==> config.mk <==
export PLATFORM = sky130hd
export DESIGN_NAME = rca_pipe_addsub_flat
export DESIGN_NICKNAME = d
export VERILOG_FILES = /design/src/rtl/rca_pipe_addsub_if.sv /design/src/rtl/rca_pipe_addsub.sv /design/src/flat_wrapper.sv
export SDC_FILE = /design/constraint.sdc
export NUM_CORES = 1
export LEC_CHECK = 0
export BUFFER_PORTS_ARGS = -buffer_cell sky130_fd_sc_hd__buf_2
export CELL_PAD_IN_SITES_DETAIL_PLACEMENT = 0
export CELL_PAD_IN_SITES_GLOBAL_PLACEMENT = 1
export CORE_MARGIN = 1.5
export CORE_UTILIZATION = 43
export CTS_CLUSTER_SIZE = 14
export DETAILED_ROUTE_END_ITERATION = 10
export MAX_ROUTING_LAYER = met4
export PLACE_DENSITY_LB_ADDON = 0.3
export SYNTH_ARGS = -nofsm -noshare
export SYNTH_HDL_FRONTEND = slang
export SYNTH_SLANG_ARGS = --single-unit
==> constraint.sdc <==
create_clock -name clk -period 2.8 [get_ports clk]
set_input_delay 0.28 -clock clk [delete_from_list [all_inputs] [get_ports clk]]
set_output_delay 0.28 -clock clk [all_outputs]
set_load 0.1 [all_outputs]
==> src/rtl/rca_pipe_addsub_if.sv <==
// Operand/result handshake bundle for the pipelined ripple-carry adder/subtractor.
// The slave view belongs to the adder, the master view to the producer/consumer side.
interface rca_pipe_addsub_if #(
  parameter int WIDTH = 16
);
  logic             in_valid;
  logic             in_ready;
  logic [WIDTH-1:0] in_a;
  logic [WIDTH-1:0] in_b;
  logic             in_cin;
  logic             in_sub;
  logic             out_valid;
  logic             out_ready;
  logic [WIDTH-1:0] out_sum;
  logic             out_cout;
  logic             out_ovf;

  modport master (
    output in_valid, in_a, in_b, in_cin, in_sub, out_ready,
    input  in_ready, out_valid, out_sum, out_cout, out_ovf
  );

  modport slave (
    input  in_valid, in_a, in_b, in_cin, in_sub, out_ready,
    output in_ready, out_valid, out_sum, out_cout, out_ovf
  );
endinterface

==> src/rtl/rca_pipe_addsub.sv <==
// Pipelined ripple-carry adder/subtractor: the carry chain is cut into STAGES
// registered segments of WIDTH/STAGES bits, with an elastic valid/ready pipeline.
module rca_pipe_addsub #(
  parameter int WIDTH  = 16,
  parameter int STAGES = 4
) (
  input logic              clk,
  input logic              rst_n,
  rca_pipe_addsub_if.slave bus
);
  localparam int SEG = WIDTH / STAGES;

  function automatic logic [SEG:0] ripple(input logic [SEG-1:0] a,
                                          input logic [SEG-1:0] b,
                                          input logic           c);
    logic [SEG-1:0] s;
    logic           cy;
    s  = '0;
    cy = c;
    for (int i = 0; i < SEG; i++) begin
      s[i] = a[i] ^ b[i] ^ cy;
      cy   = (a[i] & b[i]) | (cy & (a[i] ^ b[i]));
    end
    return {cy, s};
  endfunction

  // Subtraction is A + ~B + ~borrow, so only B and the carry-in are remapped.
  logic [WIDTH-1:0] b_eff;
  logic             c_eff;
  logic             accept;

  assign b_eff = bus.in_sub ? ~bus.in_b : bus.in_b;
  assign c_eff = bus.in_sub ? ~bus.in_cin : bus.in_cin;

  for (genvar k = 0; k < STAGES; k++) begin : g_st
    localparam int LO = k * SEG;
    localparam int HI = LO + SEG;

    logic [SEG-1:0] a_seg;
    logic [SEG-1:0] b_seg;
    logic           c_i;
    logic           v_i;
    logic           ld;
    logic           drain;
    logic [SEG:0]   r;
    logic           vld_p;
    logic           c_p;
    logic [HI-1:0]  sum_p;

    assign r  = ripple(a_seg, b_seg, c_i);
    assign ld = !vld_p || drain;

    if (k == STAGES - 1) begin : g_dr
      assign drain = bus.out_ready;
    end else begin : g_dr
      assign drain = g_st[k+1].ld;
    end

    always_ff @(posedge clk or negedge rst_n) begin
      if (!rst_n) begin
        vld_p <= 1'b0;
        c_p   <= 1'b0;
      end else if (ld) begin
        vld_p <= v_i;
        if (v_i) c_p <= r[SEG];
      end
    end

    // Stage boundary: segment k consumes the low slice of what stage k-1 left over.
    if (k == 0) begin : g_src
      assign a_seg = bus.in_a[SEG-1:0];
      assign b_seg = b_eff[SEG-1:0];
      assign c_i   = c_eff;
      assign v_i   = accept;

      always_ff @(posedge clk or negedge rst_n) begin
        if (!rst_n)          sum_p <= '0;
        else if (ld && v_i)  sum_p <= r[SEG-1:0];
      end
    end else begin : g_src
      assign a_seg = g_st[k-1].g_rem.a_p[SEG-1:0];
      assign b_seg = g_st[k-1].g_rem.b_p[SEG-1:0];
      assign c_i   = g_st[k-1].c_p;
      assign v_i   = g_st[k-1].vld_p;

      always_ff @(posedge clk or negedge rst_n) begin
        if (!rst_n)          sum_p <= '0;
        else if (ld && v_i)  sum_p <= {r[SEG-1:0], g_st[k-1].sum_p};
      end
    end

    if (k < STAGES - 1) begin : g_rem
      localparam int RW = WIDTH - HI;
      logic [RW-1:0] a_src;
      logic [RW-1:0] b_src;
      logic [RW-1:0] a_p;
      logic [RW-1:0] b_p;

      if (k == 0) begin : g_in
        assign a_src = bus.in_a[WIDTH-1:HI];
        assign b_src = b_eff[WIDTH-1:HI];
      end else begin : g_in
        assign a_src = g_st[k-1].g_rem.a_p[WIDTH-LO-1:SEG];
        assign b_src = g_st[k-1].g_rem.b_p[WIDTH-LO-1:SEG];
      end

      always_ff @(posedge clk or negedge rst_n) begin
        if (!rst_n) begin
          a_p <= '0;
          b_p <= '0;
        end else if (ld && v_i) begin
          a_p <= a_src;
          b_p <= b_src;
        end
      end
    end else begin : g_ovf
      // Overflow = carry into the MSB xor carry out of it; the former is rebuilt from the MSB sum bit.
      logic msb_c;
      logic ovf_p;
      assign msb_c = a_seg[SEG-1] ^ b_seg[SEG-1] ^ r[SEG-1];

      always_ff @(posedge clk or negedge rst_n) begin
        if (!rst_n)          ovf_p <= 1'b0;
        else if (ld && v_i)  ovf_p <= msb_c ^ r[SEG];
      end
    end
  end

  assign bus.in_ready  = rst_n && g_st[0].ld;
  assign accept        = bus.in_valid && bus.in_ready;
  assign bus.out_valid = g_st[STAGES-1].vld_p;
  assign bus.out_sum   = g_st[STAGES-1].sum_p;
  assign bus.out_cout  = g_st[STAGES-1].c_p;
  assign bus.out_ovf   = g_st[STAGES-1].g_ovf.ovf_p;
endmodule
==> src/flat_wrapper.sv <==
// flat-port wrapper written by rule: the top's interface ports become plain ports
module rca_pipe_addsub_flat 
#(
  parameter int WIDTH  = 16,
  parameter int STAGES = 4
)
  (clk, rst_n, bus_in_valid, bus_in_a, bus_in_b, bus_in_cin, bus_in_sub, bus_out_ready, bus_in_ready, bus_out_valid, bus_out_sum, bus_out_cout, bus_out_ovf);
  rca_pipe_addsub_if #(.WIDTH(WIDTH)) bus_i ();
  input logic clk;
  input logic rst_n;
  input wire logic [$bits(bus_i.in_valid)-1:0] bus_in_valid;
  input wire logic [$bits(bus_i.in_a)-1:0] bus_in_a;
  input wire logic [$bits(bus_i.in_b)-1:0] bus_in_b;
  input wire logic [$bits(bus_i.in_cin)-1:0] bus_in_cin;
  input wire logic [$bits(bus_i.in_sub)-1:0] bus_in_sub;
  input wire logic [$bits(bus_i.out_ready)-1:0] bus_out_ready;
  output wire logic [$bits(bus_i.in_ready)-1:0] bus_in_ready;
  output wire logic [$bits(bus_i.out_valid)-1:0] bus_out_valid;
  output wire logic [$bits(bus_i.out_sum)-1:0] bus_out_sum;
  output wire logic [$bits(bus_i.out_cout)-1:0] bus_out_cout;
  output wire logic [$bits(bus_i.out_ovf)-1:0] bus_out_ovf;
  assign bus_i.in_valid = bus_in_valid;
  assign bus_i.in_a = bus_in_a;
  assign bus_i.in_b = bus_in_b;
  assign bus_i.in_cin = bus_in_cin;
  assign bus_i.in_sub = bus_in_sub;
  assign bus_i.out_ready = bus_out_ready;
  assign bus_in_ready = bus_i.in_ready;
  assign bus_out_valid = bus_i.out_valid;
  assign bus_out_sum = bus_i.out_sum;
  assign bus_out_cout = bus_i.out_cout;
  assign bus_out_ovf = bus_i.out_ovf;
  rca_pipe_addsub #(.WIDTH(WIDTH), .STAGES(STAGES)) u_core (.clk(clk), .rst_n(rst_n), .bus(bus_i));
endmodule
==> summary.md <==
| Metric | Value |
|---|---|
| Most common cell after layout, fill and taps aside | `dfrtp_1` |
| Critical path class | `flip-flop to flip-flop` |
| RSZ-0062 raised after global routing | `no` |
| CP max FO | `2` |
| Port Buf Inserts | `57` |
| CTS Buffer Depth | `2` |
| Maximum vdd drop | `0.557 mV` |
| MaxCap Viol Count | `0` |
| Worst r2r dst | `u_core.bus.out_ovf$_DFFE_PN0P_` |
| Delay-heaviest family, CP | `adder cells` |
| Arrival time worst endpoint | `2.91 ns` |
| Cells after DPL | `475` |
| Clk_lat worst skew | `0.35 ns` |
| Pins over their slew limit | `0` |
| Worst Path Buf+Inv | `3` |
| Net Sw Frac | `40.9%` |
| Number of global-route vias before repair | `2319` |
| Warnings from Yosys | `0` |
| Via count | `2270` |
| CTS tree | `built` |
| Power Internal | `3.23 mW` |
| Highest-delay cell along the critical path | `fa_1` |
| Drt drc | `0` |
| Final weighted congestion in routability-driven placement | `0.753` |
| Placed Instance Area | `4690 sq um` |
| Post-route cell area | `4950 sq um` |
| Fin crit share | `95.4%` |
| Hold depth | `2` |
| Yosys reg bits | `97` |
| Switch Pwr | `2.24 mW` |
| Number of buffers created by CTS | `9` |
| ANT cells | `0` |
| Worst-Margin Slew | `0.993 ns` |
| H-tree Lvls | `3` |
| Critical path origin | `u_core.g_st[2].c_p$_DFFE_PN0P_` |
| Num rows | `36` |
| Mapped cell area | `4260 sq um` |
| Clk Tree Root Cell | `clkbuf_8` |
| Status | `finished, final reports clean` |
| Vias per inst | `4.62` |
| Largest net degree at the start of global routing | `81` |
| Mapped Nets | `345` |
| Total Routing Usage GR | `15.0%` |
| Mapped Cells | `290` |
| Flop pwr share | `39.3%` |
| Layout cells sized above 1 | `44.1%` |
| Initial Util | `44.0%` |
| Endpoints failing hold | `0` |
| Core area | `9680 sq um` |
| CTS clk-pin slew, worst paths | `0.09 ns` |
| Wire per inst | `13.9 um` |
| Final worst slack | `0.129 ns` |
| WP data required | `3.04 ns` |
| Crit-path cells | `inv_1 > fa_1 > inv_1 > fa_2 > fa_1 > inv_1 > fa_1 > xnor2_2 > xnor2_1 > mux2_2` |
| Hold Startpoint | `bus_in_a[10]` |
| First drt pass iteration count | `4` |
| Area Overhead vs Synth | `16.0%` |
| First-pass GRT wire length | `11400 um` |
| Setup bufs post-CTS | `0` |
| Clk sinks | `97` |
| Congestion Overflow GR | `0` |
| Fin crit period | `2.67 ns` |
| Io pins | `58` |
| P_leak | `2.35 nW` |
| Pwr Density | `1100 nW/um^2` |
| Syn Area/Cell | `14.7 sq um` |
| Post-detail-place hpwl | `4830 um` |
| DIE WIDTH | `103 um` |
| Endpoints failing setup | `0` |
| Worst hold endpoint | `u_core.g_st[0].g_rem.a_p[6]$_DFFE_PN0P_` |
| Highest clock rate | `374 MHz` |
| Total power draw | `5.47 mW` |
| Post-route ant nets | `0` |
| Worst Hold Class | `input pin to flip-flop` |
| Final Core Density | `51.1%` |
| Final Net Count | `409` |
| Slowest stage delay, CP | `0.46 ns` |
| Commonest non-fill, non-tap cells in the layout | `97 x dfrtp_1, 72 x mux2_2, 56 x buf_2` |
| CP Launch Type | `flip-flop` |
| Logic pwr share | `41.7%` |
| Reg2Reg Setup Slack | `0.13 ns` |
| Reg2Reg Depth | `10` |
| Pre-CTS setup slack | `0.0998 ns` |
| Post-synthesis sequential area ratio | `56.9%` |
| Post-synth cell types | `21` |
| DIE AREA | `10500 sq um` |
| Clock share of power | `19.1%` |
| Die height | `103 um` |
| Detailed router's first-iteration violation count | `66` |
| Layout Skew | `0.00705 ns` |
| Setup TNS | `0 ns` |
| DRT Wirelength | `6840 um` |
| Hold Slack | `0.155 ns` |
| Relative slew slack | `33.8%` |
| RR Startpoint | `u_core.g_st[2].c_p$_DFFE_PN0P_` |
| Finished Layout Cells | `491` |
| Initial antenna violation count | `0` |
| CP Capture Type | `flip-flop` |
[worst register-to-register path, cell delays in order, from the launching register on]
cell,delay [ns]
dfrtp_1,0.37
inv_1,0.10
fa_1,0.17
inv_1,0.06
fa_2,0.39
fa_1,0.41
inv_1,0.08
fa_1,0.46
xnor2_2,0.16
xnor2_1,0.12
mux2_2,0.25
[area by class of cell]
type                       count  area [sq um]
fill                         844          4740
sequential                    97          2430
multi-input combinational    149          1650
timing repair buffer          64           343
tap                          133           166
clock buffer                  10           128
inverter                      33           124
clock inverter                 5           105
[cells by family after synthesis]
group / share of synthesized area (%)
XOR/XNOR: 3.90
adder cells (fa/ha/maj): 7.81
AND/OR/NAND/NOR: 1.82
flip-flops: 56.9
buffers and inverters: 4.69
AO/OA/AOI/OAI: 1.38
multiplexers: 23.5
[Yosys cell counts, drive strengths merged]
library cell	count	area (sq um)
dfrtp	97	2430
mux2	78	901
inv	33	124
fa	16	320
xor2	13	114
buf	11	76.3
mux2i	10	100
o21ai	10	50.1
nand2	7	26.3
xnor2	6	52.6
nand2b	3	18.8
a21oi	1	8.76
and2	1	6.26
and4b	1	10.0
ha	1	12.5
nand3b	1	7.51
nand4b	1	8.76
[routing by layer]
metal	vias to the layer above	global-route usage, %	share of wire [%]
met3	9	2.24	3.0
met2	40	21.1	45
li1	1082	-	-
met1	1139	21.3	51
met5	-	-	0
met4	0	7.27	1.5
[registers in the layout, indices dropped and copies added, names as in the netlist]
signal / flops
u_core.g_st.sum_p: 24
u_core.bus.out_valid: 1
u_core.g_st.c_p: 3
u_core.bus.out_cout: 1
u_core.bus.out_ovf: 1
u_core.bus.out_sum: 16
u_core.g_st.vld_p: 3
u_core.g_st.g_rem.b_p: 24
u_core.g_st.g_rem.a_p: 24
[power by group through the flow]
stage | sequential, mW | clock [mW] | combinational, mW
after floorplan | 3.07 | 0 | 0.870
after global placement | 2.16 | 0 | 2.22
after detailed placement | 2.18 | 0 | 2.26
after CTS | 2.15 | 1.09 | 2.27
after global routing | 2.21 | 1.14 | 2.45
final | 2.15 | 1.04 | 2.28
[worst max-delay path by stage]
stage | cells past startpoint | slack [ns] | end
after floorplan | 10 | 0.06 | u_core.g_st[0].sum_p[3]$_DFFE_PN0P_
after global placement | 10 | 0.14 | u_core.bus.out_ovf$_DFFE_PN0P_
after detailed placement | 10 | 0.1 | u_core.bus.out_ovf$_DFFE_PN0P_
after CTS | 10 | 0.09 | u_core.bus.out_ovf$_DFFE_PN0P_
after global routing | 10 | 0.002 | u_core.bus.out_ovf$_DFFE_PN0P_
final | 10 | 0.13 | u_core.bus.out_ovf$_DFFE_PN0P_
[what timing repair did]
action,CTS,global route
hold buffers,1,0
hold endpoints to repair,17,0
gates resized for setup,0,2
endpoints found under the setup margin,0,1
Power figures use the tool's default switching activity.
